**src/rtl/ascensor_pkg.sv**
```systemverilog
// ascensor_pkg
// Shared definitions for the elevator cabin sequencer:
//   - motor drive encodings (off / up / down)
//   - sequencer state enumeration
//   - default number of floors
package ascensor_pkg;

  localparam int N_PISOS_DEF = 10;

  localparam logic [1:0] MOTOR_PARO = 2'b00;
  localparam logic [1:0] MOTOR_SUBE = 2'b01;
  localparam logic [1:0] MOTOR_BAJA = 2'b10;

  typedef enum logic [2:0] {
    REPOSO   = 3'd0,
    MOVIENDO = 3'd1,
    ABIERTA  = 3'd2,
    CERRANDO = 3'd3,
    FALLA    = 3'd4
  } estado_t;

endpackage

```
**src/rtl/temporizador_carga.sv**
```systemverilog
// temporizador_carga
// Loadable down-counter shared by the door-hold timer and the travel
// watchdog (only one of them runs in any given state).
// Ports:
//   clk, rst_n  : clock, synchronous active-low reset (count cleared)
//   carga       : load valor this edge (has priority over en)
//   en          : decrement this edge (saturates at zero)
//   valor       : load value
//   cero        : terminal-count flag, high in the cycle whose edge brings
//                 the count to zero, so the owner can change state on the
//                 same edge the count expires
module temporizador_carga #(
  parameter int W = 8
) (
  input  logic         clk,
  input  logic         rst_n,
  input  logic         carga,
  input  logic         en,
  input  logic [W-1:0] valor,
  output logic         cero
);

  logic [W-1:0] cuenta;

  always_ff @(posedge clk) begin
    if (!rst_n) begin
      cuenta <= '0;
    end else if (carga) begin
      cuenta <= valor;
    end else if (en && (cuenta != '0)) begin
      cuenta <= cuenta - 1'b1;
    end
  end

  // A count already sitting at zero also reports expiry so a zero-length
  // timer cannot stall its owner.
  assign cero = en && !carga && (cuenta <= W'(1));

endmodule

```
**src/rtl/secuenciador_parada.sv**
```systemverilog
// secuenciador_parada
// Cabin actuator sequencer: drives the motor from the scheduler's command,
// tracks the current floor from the floor-alignment sensor, stops at
// requested floors and runs the door open/hold/close cycle.
// Ports:
//   clk, rst_n      : clock, synchronous active-low reset
//   motor_cmd       : scheduler command 00 stop, 01 up, 10 down, 11 = stop
//   solicitudes     : pending requests, bit i = floor i
//   sensor_piso     : one-cycle pulse when cabin aligns with next floor
//   obstaculo       : door obstruction (level)
//   puerta_cerrada  : door fully closed (level)
//   motor           : motor drive 00 off, 01 up, 10 down
//   puerta_abrir    : door open drive
//   piso_actual     : current floor index
//   cambio_piso     : one-cycle pulse together with a new piso_actual value
//   esperar         : high while the door cycle is in progress
//   atendido        : one-hot one-cycle pulse clearing the served request
//   falla           : watchdog fault, sticky until reset
//   estado_dbg      : current sequencer state
// Handshake: there is no valid/ready pair; the scheduler sees stops via
// cambio_piso/atendido pulses and holds off while esperar is high.
// Every output is a register loaded from the next-state decision, so an
// output reflects the state it belongs to from that state's first cycle.
module secuenciador_parada
  import ascensor_pkg::*;
#(
  parameter int N_PISOS  = N_PISOS_DEF,
  parameter int T_PUERTA = 50,
  parameter int T_VIAJE  = 200
) (
  input  logic               clk,
  input  logic               rst_n,
  input  logic [1:0]         motor_cmd,
  input  logic [N_PISOS-1:0] solicitudes,
  input  logic               sensor_piso,
  input  logic               obstaculo,
  input  logic               puerta_cerrada,
  output logic [1:0]         motor,
  output logic               puerta_abrir,
  output logic [3:0]         piso_actual,
  output logic               cambio_piso,
  output logic               esperar,
  output logic [N_PISOS-1:0] atendido,
  output logic               falla,
  output estado_t            estado_dbg
);

  localparam int T_MAX = (T_PUERTA > T_VIAJE) ? T_PUERTA : T_VIAJE;
  localparam int CW    = $clog2(T_MAX + 1);

  localparam logic [CW-1:0] CARGA_PUERTA = CW'(T_PUERTA);
  localparam logic [CW-1:0] CARGA_VIAJE  = CW'(T_VIAJE);
  localparam logic [3:0]    PISO_MAX     = 4'(N_PISOS - 1);

  estado_t             estado, estado_sig;
  logic [1:0]          dir, dir_sig;
  logic [3:0]          piso_sig, piso_nuevo;
  logic                cambio_sig;
  logic [N_PISOS-1:0]  atendido_sig;
  logic                t_carga, t_en, t_cero;
  logic [CW-1:0]       t_valor;

  temporizador_carga #(.W(CW)) u_temporizador (
    .clk   (clk),
    .rst_n (rst_n),
    .carga (t_carga),
    .en    (t_en),
    .valor (t_valor),
    .cero  (t_cero)
  );

  // Floor reached on the next sensor pulse; saturates at the shaft ends.
  always_comb begin
    piso_nuevo = piso_actual;
    if (dir == MOTOR_SUBE) begin
      if (piso_actual < PISO_MAX) piso_nuevo = piso_actual + 4'd1;
    end else if (dir == MOTOR_BAJA) begin
      if (piso_actual > 4'd0) piso_nuevo = piso_actual - 4'd1;
    end
  end

  always_comb begin
    estado_sig   = estado;
    dir_sig      = dir;
    piso_sig     = piso_actual;
    cambio_sig   = 1'b0;
    atendido_sig = '0;
    t_carga      = 1'b0;
    t_en         = 1'b0;
    t_valor      = CARGA_PUERTA;

    case (estado)
      REPOSO: begin
        if (solicitudes[piso_actual]) begin
          estado_sig                = ABIERTA;
          t_carga                   = 1'b1;
          atendido_sig[piso_actual] = 1'b1;
        end else if ((motor_cmd == MOTOR_SUBE) && (piso_actual < PISO_MAX)) begin
          estado_sig = MOVIENDO;
          dir_sig    = MOTOR_SUBE;
          t_carga    = 1'b1;
          t_valor    = CARGA_VIAJE;
        end else if ((motor_cmd == MOTOR_BAJA) && (piso_actual > 4'd0)) begin
          estado_sig = MOVIENDO;
          dir_sig    = MOTOR_BAJA;
          t_carga    = 1'b1;
          t_valor    = CARGA_VIAJE;
        end
      end

      MOVIENDO: begin
        if (sensor_piso) begin
          piso_sig   = piso_nuevo;
          cambio_sig = 1'b1;
          // Stop decisions look at the floor just reached, not the old one.
          if (solicitudes[piso_nuevo]) begin
            estado_sig               = ABIERTA;
            t_carga                  = 1'b1;
            atendido_sig[piso_nuevo] = 1'b1;
          end else if ((piso_nuevo == 4'd0) || (piso_nuevo == PISO_MAX)) begin
            estado_sig = REPOSO;
          end else begin
            t_carga = 1'b1;
            t_valor = CARGA_VIAJE;
          end
        end else begin
          t_en = 1'b1;
          if (t_cero) estado_sig = FALLA;
        end
      end

      ABIERTA: begin
        if (obstaculo) begin
          t_carga = 1'b1;
        end else begin
          t_en = 1'b1;
          if (t_cero) estado_sig = CERRANDO;
        end
      end

      CERRANDO: begin
        // Reopening after an obstruction does not re-serve the floor.
        if (obstaculo) begin
          estado_sig = ABIERTA;
          t_carga    = 1'b1;
        end else if (puerta_cerrada) begin
          estado_sig = REPOSO;
        end
      end

      FALLA: begin
        estado_sig = FALLA;
      end

      default: begin
        estado_sig = REPOSO;
      end
    endcase
  end

  always_ff @(posedge clk) begin
    if (!rst_n) begin
      estado       <= REPOSO;
      dir          <= MOTOR_PARO;
      piso_actual  <= 4'd0;
      motor        <= MOTOR_PARO;
      puerta_abrir <= 1'b0;
      cambio_piso  <= 1'b0;
      esperar      <= 1'b0;
      atendido     <= '0;
      falla        <= 1'b0;
    end else begin
      estado       <= estado_sig;
      dir          <= dir_sig;
      piso_actual  <= piso_sig;
      motor        <= (estado_sig == MOVIENDO) ? dir_sig : MOTOR_PARO;
      puerta_abrir <= (estado_sig == ABIERTA);
      cambio_piso  <= cambio_sig;
      esperar      <= (estado_sig == ABIERTA) || (estado_sig == CERRANDO);
      atendido     <= atendido_sig;
      falla        <= (estado_sig == FALLA);
    end
  end

  assign estado_dbg = estado;

endmodule
```
**config.mk**
```make
export PLATFORM = sky130hd
export DESIGN_NAME = secuenciador_parada
export DESIGN_NICKNAME = d
export VERILOG_FILES = /design/src/rtl/ascensor_pkg.sv /design/src/rtl/temporizador_carga.sv /design/src/rtl/secuenciador_parada.sv
export SDC_FILE = /design/constraint.sdc
export NUM_CORES = 1
export LEC_CHECK = 0
export ABC_AREA = 1
export BUFFER_PORTS_ARGS = -buffer_cell sky130_fd_sc_hd__buf_2
export CAP_MARGIN = 20
export CELL_PAD_IN_SITES_DETAIL_PLACEMENT = 1
export CELL_PAD_IN_SITES_GLOBAL_PLACEMENT = 2
export CORE_MARGIN = 2
export CORE_UTILIZATION = 30
export CTS_CLUSTER_SIZE = 28
export DETAILED_ROUTE_END_ITERATION = 7
export PLACE_DENSITY = 0.82
export SYNTH_ARGS = -nofsm -noshare
export SYNTH_HDL_FRONTEND = slang
export SYNTH_HIERARCHICAL = 1
export SYNTH_SLANG_ARGS = --single-unit
```
**constraint.sdc**
```tcl
create_clock -name clk -period 4.3 [get_ports clk]
set_input_delay 0.43 -clock clk [delete_from_list [all_inputs] [get_ports clk]]
set_output_delay 0.43 -clock clk [all_outputs]
set_load 0.005 [all_outputs]
```
Word level (Yosys, flattened, before mapping) --
Cells that the tools add are included.
Storage, ports and cells: logic and storage cells 104, bits in registers 33, output and inout port bits 23, bits of input ports 17
Operators by class: $add $sub $neg 3, reductions and logical operators 18, eq/ne operators 13, multiplexer cells 53, $lt $le $gt $ge 7
Operators by type and width (number):
- 2-to-1 mux 8 bit | 8
- 2-to-1 mux 3 bit | 11
- 2-to-1 mux 10 bit | 3
- case mux 10 bit (2 select lines) | 1
- 2-to-1 mux 4 bit | 4
- case mux 8 bit (2 select lines) | 1
- case mux 3 bit (5 select lines) | 1
- 2-to-1 mux 1 bit | 14
- equality test 3 x 2 -> 1 bit (second input constant) | 4
- < comparator 4 x 5 -> 1 bit (second input constant) | 2
- binary-select mux 1 bit (select 4 bit) | 2
- demux 1 bit (select 4 bit) | 2
- greater-or-equal comparator 4 x 1 -> 1 bit (second input constant) | 2
- <= comparator 8 x 1 -> 1 bit (second input constant) | 1
- 2-to-1 mux 2 bit | 4
- nonzero test 8 bit | 1
- subtractor 8 x 1 -> 8 bit (second input constant) | 1
- logical AND 1 bit | 7
- equality test 3 x 1 -> 1 bit (second input constant) | 2
- equality test 3 bit (second input constant) | 2
- AND reduction 2 bit | 3
- adder 4 x 1 -> 4 bit (second input constant) | 1
- equality test 2 x 1 -> 1 bit (second input constant) | 2
- equality test 2 bit (second input constant) | 2
- 12 further kinds | 13

Longest topological paths before layout --
Gate-level depths: netlist (run 1).
depth after elaboration 18, gate-level depth with buffers 25, mapped depth without buffers 24

By module --
Netlist (run 1), hierarchy kept.
By module, submodules not included:
- secuenciador_parada | sequential area each 500.5 µm², cells an instance 254, instances 1, area an instance 1666.6 µm²
- temporizador_carga | sequential area each 160.2 µm², cells an instance 92, instances 1, area an instance 585.6 µm²

Worst setup path after synthesis (run 1) --
No wires, ideal clock.
path type register to register, from register piso_actual[0], to register motor[1], setup time 0.064 ns, path buffers 1, slack 1.258 ns, period minus slack after synthesis 3.042 ns, arrival time 2.978 ns, data required time 4.236 ns, stages on the path, launching flop included 25, path through dfxtp_1 > inv_1 > ha_1 > nand2_1 > nand2_1 > nand2_2 > nand3_4 > nand2_4 > nand2_1 > nand2_1 > nand2_1 > nand3_2 > nand3_4 > nand2_1 > o2111ai_1 > buf_2 > inv_2 > o2111ai_1 > nor2_1 > nand4_1 > nand3_1 > nor2_1 > nand2_1 > nand3_2 > nor2_1
On the way: word-level cells in the longest chain between the ends 18, elaborated cells between the ends (all ways) 43, those cells by class add/sub: 2; order compare: 2; eq/ne: 2; mux: 29; reduce/logical: 8
RTL lines:
- start: declaration | RTL line secuenciador_parada.sv:40 | output logic [3:0] piso_actual,
- start signal: assignment | RTL line secuenciador_parada.sv:175 | piso_actual <= piso_sig;
- branches (longest 9 deep; another with subtractor 4 x 1 -> 4 bit)
- case mux 1 bit (3 select lines) * | RTL line secuenciador_parada.sv:92 | case (estado)
- net t_carga | RTL line secuenciador_parada.sv:60 | logic t_carga, t_en, t_cero;
- logical NOT 1 bit * | RTL line temporizador_carga.sv:37 | assign cero = en && !carga && (cuenta <= W'(1));
- logical AND 1 bit * (2 in series) | RTL line temporizador_carga.sv:37
- net t_cero | RTL line secuenciador_parada.sv:60
- 2-to-1 mux 3 bit (on tied branches) | RTL line secuenciador_parada.sv:137, secuenciador_parada.sv:128
- 2-to-1 mux 3 bit (on tied branches) | RTL line secuenciador_parada.sv:133, secuenciador_parada.sv:112
- case mux 3 bit (5 select lines) * | RTL line secuenciador_parada.sv:92
- equality test 3 x 1 -> 1 bit * | RTL line secuenciador_parada.sv:176 | motor <= (estado_sig == MOVIENDO) ? dir_sig : MOTOR_PARO;
- AND reduction 2 bit (no source line) *
- end signal: assignment | RTL line secuenciador_parada.sv:176
- end: declaration | RTL line secuenciador_parada.sv:38 | output logic [1:0] motor,
Mark *: on every way through the listed nets, which the timed path passes. The select of a mux whose other input is x is not followed. A chain may end at the register's enable or synchronous reset.

Worst setup path after layout (run 1) --
Same ends and word-level chain as after synthesis.

==> run summary, run 1 <==
post-placement cell count -> 484
Routed wire per std cell -> 14.0 um
# resized after CTS -> 0
vias in the first global route -> 2,312
largest net degree at the start of global routing -> 17
endpoint class of the critical path -> flop
Hold Path Depth -> 3
initial antenna violation count -> 0
area delta synth->final -> 18.1%
flop-to-flop setup slack -> 0.75 ns
Final Cycle Share -> 82.5%
met1 WL -> 3500 um
Slew headroom -> 63.3%
Synth area leader -> dfxtp_1
# setup viols final -> 0
DR pass1 iterations -> 4
Worst Hold Path EP -> u_temporizador/cuenta[4]
leakage power -> 0.00133 uW
Tightest Pin Transition -> 0.549 ns
Clock Latency Late Sink -> 0.29 ns
Hold Path Class -> input port to flop
syn avg cell area -> 6.51 um^2
Bufs and invs on worst path -> 4
Multi-input gate area -> 1380 um^2
Post-CTS Setup Bufs -> 0
CP arrival -> 3.77 ns
worst hold start -> rst_n
Synth Instances -> 346
total wire length -> 6870 um
FF-to-FF path depth -> 25
initial drt markers -> 77
crit-path most repeated cell -> nand2_1
met3 WL post-DR -> 218 um
Die Y -> 90.6 um
core box area -> 7250 um^2
post-synth top area share -> 29.3%
Main synth FF type -> dfxtp_1
Setup Skew -> 0.0121 ns
crit path time final -> 3.55 ns
# IOs -> 40
full die area -> 8220 um^2
R2R Path End -> motor[1]
Std-Cell Rows -> 31
asr flop ratio synth -> 0%
dpl hpwl -> 5560 um
Congestion Overflow GR -> 0
antenna-violating nets left -> 0
Critical Path Source Type -> flop
DR DRC count -> 0
Worst VDD drop -> 0.106 mV
Max Cap Viol -> 0
FF/Latch Area -> 661 um^2
CTS clk-pin slew, worst paths -> 0.08 ns
# fillers -> 983
CP max stage cell -> dfxtp_1
final cell count without fillers -> 492
layout cells sized above 1 -> 21.9%
via count -> 2,346
Clock Sinks -> 33
synth warn -> 6
Die Wd -> 90.6 um
number of port buffers -> 39
setup TNS -> 0 ns
Slew Viols, Final -> 0
Final GP Congestion -> 0.884
outcome -> complete, no violations
hold_buf cts -> 0
CTS root buf -> clkbuf_8
Max FO, Critical Path -> 16
Crit Path Class -> flop to flop
fmax -> 0.282 GHz
Starting Density -> 31.1%
critical path's top delay family -> simple AND/OR/NAND/NOR gates
top sig layer -> met4
synthesized flop and latch total -> 33
met2 WL post-DR -> 3080 um
FF-to-FF Start -> piso_actual[0]
data required time at the worst endpoint -> 4.52 ns
CTS Buffer Depth -> 2
synth top area cells -> dfxtp_1 (29%), nand2_1 (13%), nand3_1 (7.8%)
Nets -> 416
synthesized area -> 2250 um^2
RSZ-0062 raised after global routing -> false
pwr dens -> 316 nW/um^2
CTS Buf Count -> 5
H-tree depth -> 2
crit-path max cell delay -> 0.32 ns
vias per cell -> 4.77
GRT Total Usage -> 17.6%
register area share after synthesis -> 29.3%
EDFF count, synth -> 0
first-pass GRT wire length -> 11,600 um
Antenna diodes -> 0
CTS tree -> done
Hold Fails Final Rpt -> 0
Netlist cell types -> 34
-- logic make-up after synthesis --
kind of cell | Yosys count | synth area share, %
AOI/OAI and AO/OA | 57 | 14.7
and+or+nand+nor | 192 | 41.5
other | 1 | 0.167
adders and majority gates | 7 | 3.89
DFF | 33 | 29.3
xor gates and xnor gates | 2 | 0.778
buffers and inverters | 54 | 9.67
-- cells in the final DEF (no fill, tap or decap), drive strengths merged, types with 5 or more instances in the layout --
cell | synthesis | layout
nor2 | 51 | 51
nand3 | 42 | 42
nand2 | 85 | 85
ha | 7 | 7
o21ai | 20 | 20
nand4 | 5 | 5
dfxtp | 33 | 33
inv | 48 | 48
buf | 4 | 43
a21oi | 31 | 31
clkbuf | 1 | 6
-- synth_stat cells (2+ instances only) --
| library cell | count |
|---|---|
| nand2_1 | 75 |
| nand2_2 | 5 |
| a21oi_1 | 29 |
| dfxtp_1 | 33 |
| nor2_4 | 2 |
| inv_2 | 7 |
| nand3b_1 | 3 |
| nor2_2 | 3 |
| nand3_1 | 35 |
| a22oi_1 | 2 |
| inv_1 | 41 |
| nand3_4 | 2 |
| xnor2_1 | 2 |
| or2_2 | 2 |
| nor3_1 | 3 |
| ha_1 | 7 |
| nor2_1 | 46 |
| nand3_2 | 5 |
| o2111ai_1 | 2 |
| nand2_4 | 5 |
| buf_2 | 2 |
| nand4_1 | 5 |
| o21ai_0 | 19 |
-- metal layers --
| metal | GRT usage, % | vias up |
|---|---|---|
| met5 | 0 | - |
| met4 | 5.38 | 0 |
| met3 | 2.84 | 4 |
| met2 | 27.6 | 36 |
| met1 | 24.7 | 1098 |
| li1 | - | 1208 |
-- worst max-delay path by stage --
| stage | cells past startpoint | endpoint | startpoint | slack (ns) |
|---|---|---|---|---|
| after CTS | 25 | motor[1] | piso_actual[0] | 0.76 |
| final | 25 | motor[1] | piso_actual[0] | 0.75 |
| after detailed placement | 25 | motor[1] | piso_actual[0] | 0.79 |
| after floorplan | 24 | motor[1] | piso_actual[0] | 1.26 |
| after global routing | 25 | motor[1] | piso_actual[0] | 0.37 |
| after global placement | 25 | motor[0] | piso_actual[0] | 0.94 |
-- worst min-delay path, stage by stage --
cell     delay (ns)
buf_2          0.16
o21ai_0        0.09
a21oi_1        0.04
-- power by group --
part,total (uW),internal [uW],switching [uW]
clock network,230,112,118
registers,349,327,22.5
logic,262,88.2,174
-- per-stage QoR --
step	worst slack, ns	utilization [%]	hold slack, ns	power [uW]	area [um^2]
5_1_grt	0.375	36.7	0.483	904	2660
4_1_cts	0.756	36.7	0.477	853	2660
6_report	0.751	36.7	0.480	841	2660
3_5_place_dp	0.785	35.5	0.504	619	2580
2_1_floorplan	1.26	-	0.447	544	2260
3_3_place_gp	0.944	35.5	0.490	615	2580
-- sequential cells by signal (all words and copies together) (netlist names) --
| register | cells |
|---|---|
| atendido | 10 |
| u_temporizador/cuenta | 8 |
| piso_actual | 4 |
| estado_dbg | 3 |
| dir | 2 |
| motor | 2 |
| cambio_piso | 1 |
| esperar | 1 |
| falla | 1 |
| puerta_abrir | 1 |
-- layout make-up --
| class | instances | share of cell area, % |
|---|---|---|
| Timing Repair Buffer | 43 | 8.47 |
| Inverter | 49 | 7.11 |
| Sequential cell | 33 | 24.8 |
| Clock inverter | 2 | 0.376 |
| Clock buffer | 6 | 2.73 |
| Multi-Input combinational cell | 260 | 51.8 |
| Tap cell | 99 | 4.66 |
(Power assumes the default switching activity.)
==> inputs of run 2 (changes only) <==
- CORE_UTILIZATION: 30 -> 27
- PLACE_DENSITY: 0.82 -> 0.78
- clock period: 4.3 -> 3.15 ns (I/O delays scaled with it)
==> run summary, run 2 (synthesis gave the netlist of run 1 again) <==
flop-to-flop setup slack -> 0.29 ns (-0.46 ns)
setup TNS -> 0 ns (unchanged)
CTS root buf -> clkbuf_8
FF-to-FF path depth -> 21 (-16%)
CTS tree -> done
Biggest register -> atendido
Multi-input gate area -> 1410 um^2 (+2.5%)
Antenna diodes -> 0 (unchanged)
pwr dens -> 423 nW/um^2 (+34%)
Die Wd -> 95.3 um (+5.2%)
Clock Latency Late Sink -> 0.29 ns (about the same)
critical-path cell list -> buf_4 > ha_2 > or2_2 > nand3_1 > nand2_1 > nand2_2 > inv_1 > nor2_4 > nand3_2 > nand3_4 > nand2_1 > o2111ai_2 > inv_2 > o2111ai_1 > nor2_2 > buf_4 > nor2_1 > nor2_2 > nand2_1 > nand3_2 > nor2_1
Setup Skew -> 0.0119 ns (-0.000215 ns)
final instance area -> 2750 um^2 (+3.3%)
vias in the first global route -> 2,438 (+5.4%)
placed instance area -> 2610 um^2 (+1.5%)
first-pass GRT wire length -> 12,100 um (+4.1%)
largest net degree at the start of global routing -> 16 (-1)
# setup viols final -> 0 (unchanged)
layout cells sized above 1 -> 25.3% (+3.4 points)
Congestion Overflow GR -> 0 (unchanged)
Starting Density -> 27.7% (-3.4 points)
Worst VDD drop -> 0.155 mV (+46%)
antenna-violating nets left -> 0 (unchanged)
endpoint class of the critical path -> flop
outcome -> complete, no violations
leakage power -> 0.00137 uW (+2.4%)
Final Util -> 33.8% (-2.9 points)
Final GP Congestion -> 0.827 (-6.4%)
flip-flop count of the largest register after layout -> 10 (unchanged)
Hold Path Class -> input port to flop
core box area -> 8130 um^2 (+12%)
vias per cell -> 4.71 (-1.1%)
Clock Sinks -> 33 (unchanged)
FF/Latch Area -> 663 um^2 (+0.38%)
H-tree depth -> 2 (unchanged)
crit-path most repeated cell -> nand2_1
FF-to-FF Start -> piso_actual[0]
# IOs -> 40 (unchanged)
total wire length -> 7100 um (+3.3%)
initial antenna violation count -> 0 (unchanged)
area delta synth->final -> 22.0%
initial drt markers -> 80 (+3.9%)
Slew headroom -> 64.2% (+0.89 points)
full die area -> 9090 um^2 (+11%)
Std-Cell Rows -> 33 (+6.5%)
fmax -> 0.350 GHz (+24%)
via count -> 2,376 (+1.3%)
DR DRC count -> 0 (unchanged)
Crit Path Class -> flop to flop
Final Cycle Share -> 90.6% (+8.1 points)
Tightest Pin Transition -> 0.536 ns (-0.0134 ns)
CP arrival -> 3.08 ns (-0.69 ns)
crit path time final -> 2.86 ns (-0.694 ns)
number of port buffers -> 39 (unchanged)
commonest non-fill, non-tap cell in the layout -> nand2_1
worst hold start -> rst_n
GRT Total Usage -> 17.0% (-0.65 points)
Setup crit start -> piso_actual[0]
Hold Fails Final Rpt -> 0 (unchanged)
CTS clk-pin slew, worst paths -> 0.08 ns (about the same)
CTS Buf Count -> 5 (unchanged)
Slew Viols, Final -> 0 (unchanged)
hold_buf cts -> 0 (unchanged)
crit-path max cell delay -> 0.32 ns (about the same)
data required time at the worst endpoint -> 3.37 ns (-1.15 ns)
Die Y -> 95.3 um (+5.2%)
DR pass1 iterations -> 4 (unchanged)
Max FO, Critical Path -> 15 (-1)
CTS Buffer Depth -> 2 (unchanged)
Max Cap Viol -> 0 (unchanged)
R2R Path End -> motor[1]
Critical Path Source Type -> flop
Nets -> 422 (+1.4%)
CP max stage cell -> dfxtp_1
pre-CTS setup slack -> 0.186 ns (-0.599 ns)
Worst Hold Path EP -> piso_actual[3]
most frequent cells in the layout -> nand2_1 (74), nor2_1 (44), inv_1 (40)
Routed wire per std cell -> 14.1 um (+0.86%)
Setup WS post-layout -> 0.295 ns (-0.456 ns)
dpl hpwl -> 5630 um (+1.2%)
Hold Path Depth -> 3 (unchanged)
biggest registers after layout -> atendido x10, u_temporizador/cuenta x8, piso_actual x4
# fillers -> 1,068 (+8.6%)
## run 2: repair_timing
| item | in CTS | in global routing |
|---|---|---|
| setup buffers | 0 | 2 |
| endpoints found under the hold margin | 0 | 0 |
| resized for setup | 0 | 11 |
| setup endpoints to repair | 0 | 4 |
## run 2: through the flow
stage                     hold slack (ns)  total power [uW]  instances
after floorplan                     0.447               742        347
after global placement              0.485               849        494
after detailed placement            0.506               852        494
after CTS                           0.378              1170        502
after global routing                0.379              1260        504
final                               0.370              1160        504
## run 2: how the worst max path moves through the flow
| stage | endpoint | depth (start not counted) |
|---|---|---|
| finish | motor[1] | 21 |
| global route | motor[1] | 24 |
| CTS | motor[1] | 21 |
| detailed placement | motor[1] | 21 |
| global placement | puerta_abrir | 20 |
| floorplan | motor[1] | 24 |
## run 2: where the power goes
part	total (uW)	switching (uW)	leakage (uW)	internal, uW
Clock	317	164	0.0000450	153
Sequential	476	30.4	0.000270	446
Combinational	369	241	0.00105	129
Total	1160	435	0.00137	728
## run 2: cell type report
cell class,instances,share of cell area (%)
multi-input cells,260,51.4
repair buffers,49,9.84
flip-flops and latches,33,24.1
well taps,105,4.78
clock buffers,6,2.64
clock inverters,2,0.364
inverters,49,6.88
## run 2: metal layers
| layer | part of all wire, % | vias to the layer above | track usage (%) |
|---|---|---|---|
| met2 | 44 | 39 | 26.6 |
| met5 | 0 | - | 0 |
| li1 | - | 1225 | - |
| met3 | 2.5 | 8 | 2.13 |
| met4 | 1.5 | 0 | 4.83 |
| met1 | 52 | 1104 | 24.3 |
## run 2: worst max-delay path: cells and delay by family (launching register included)
kind,cells,cell delay (ns)
adders and majority gates,1,0.22
buffers and inverters,4,0.46
and+or+nand+nor,14,1.57
AOI/OAI and AO/OA,2,0.20
DFF,1,0.32
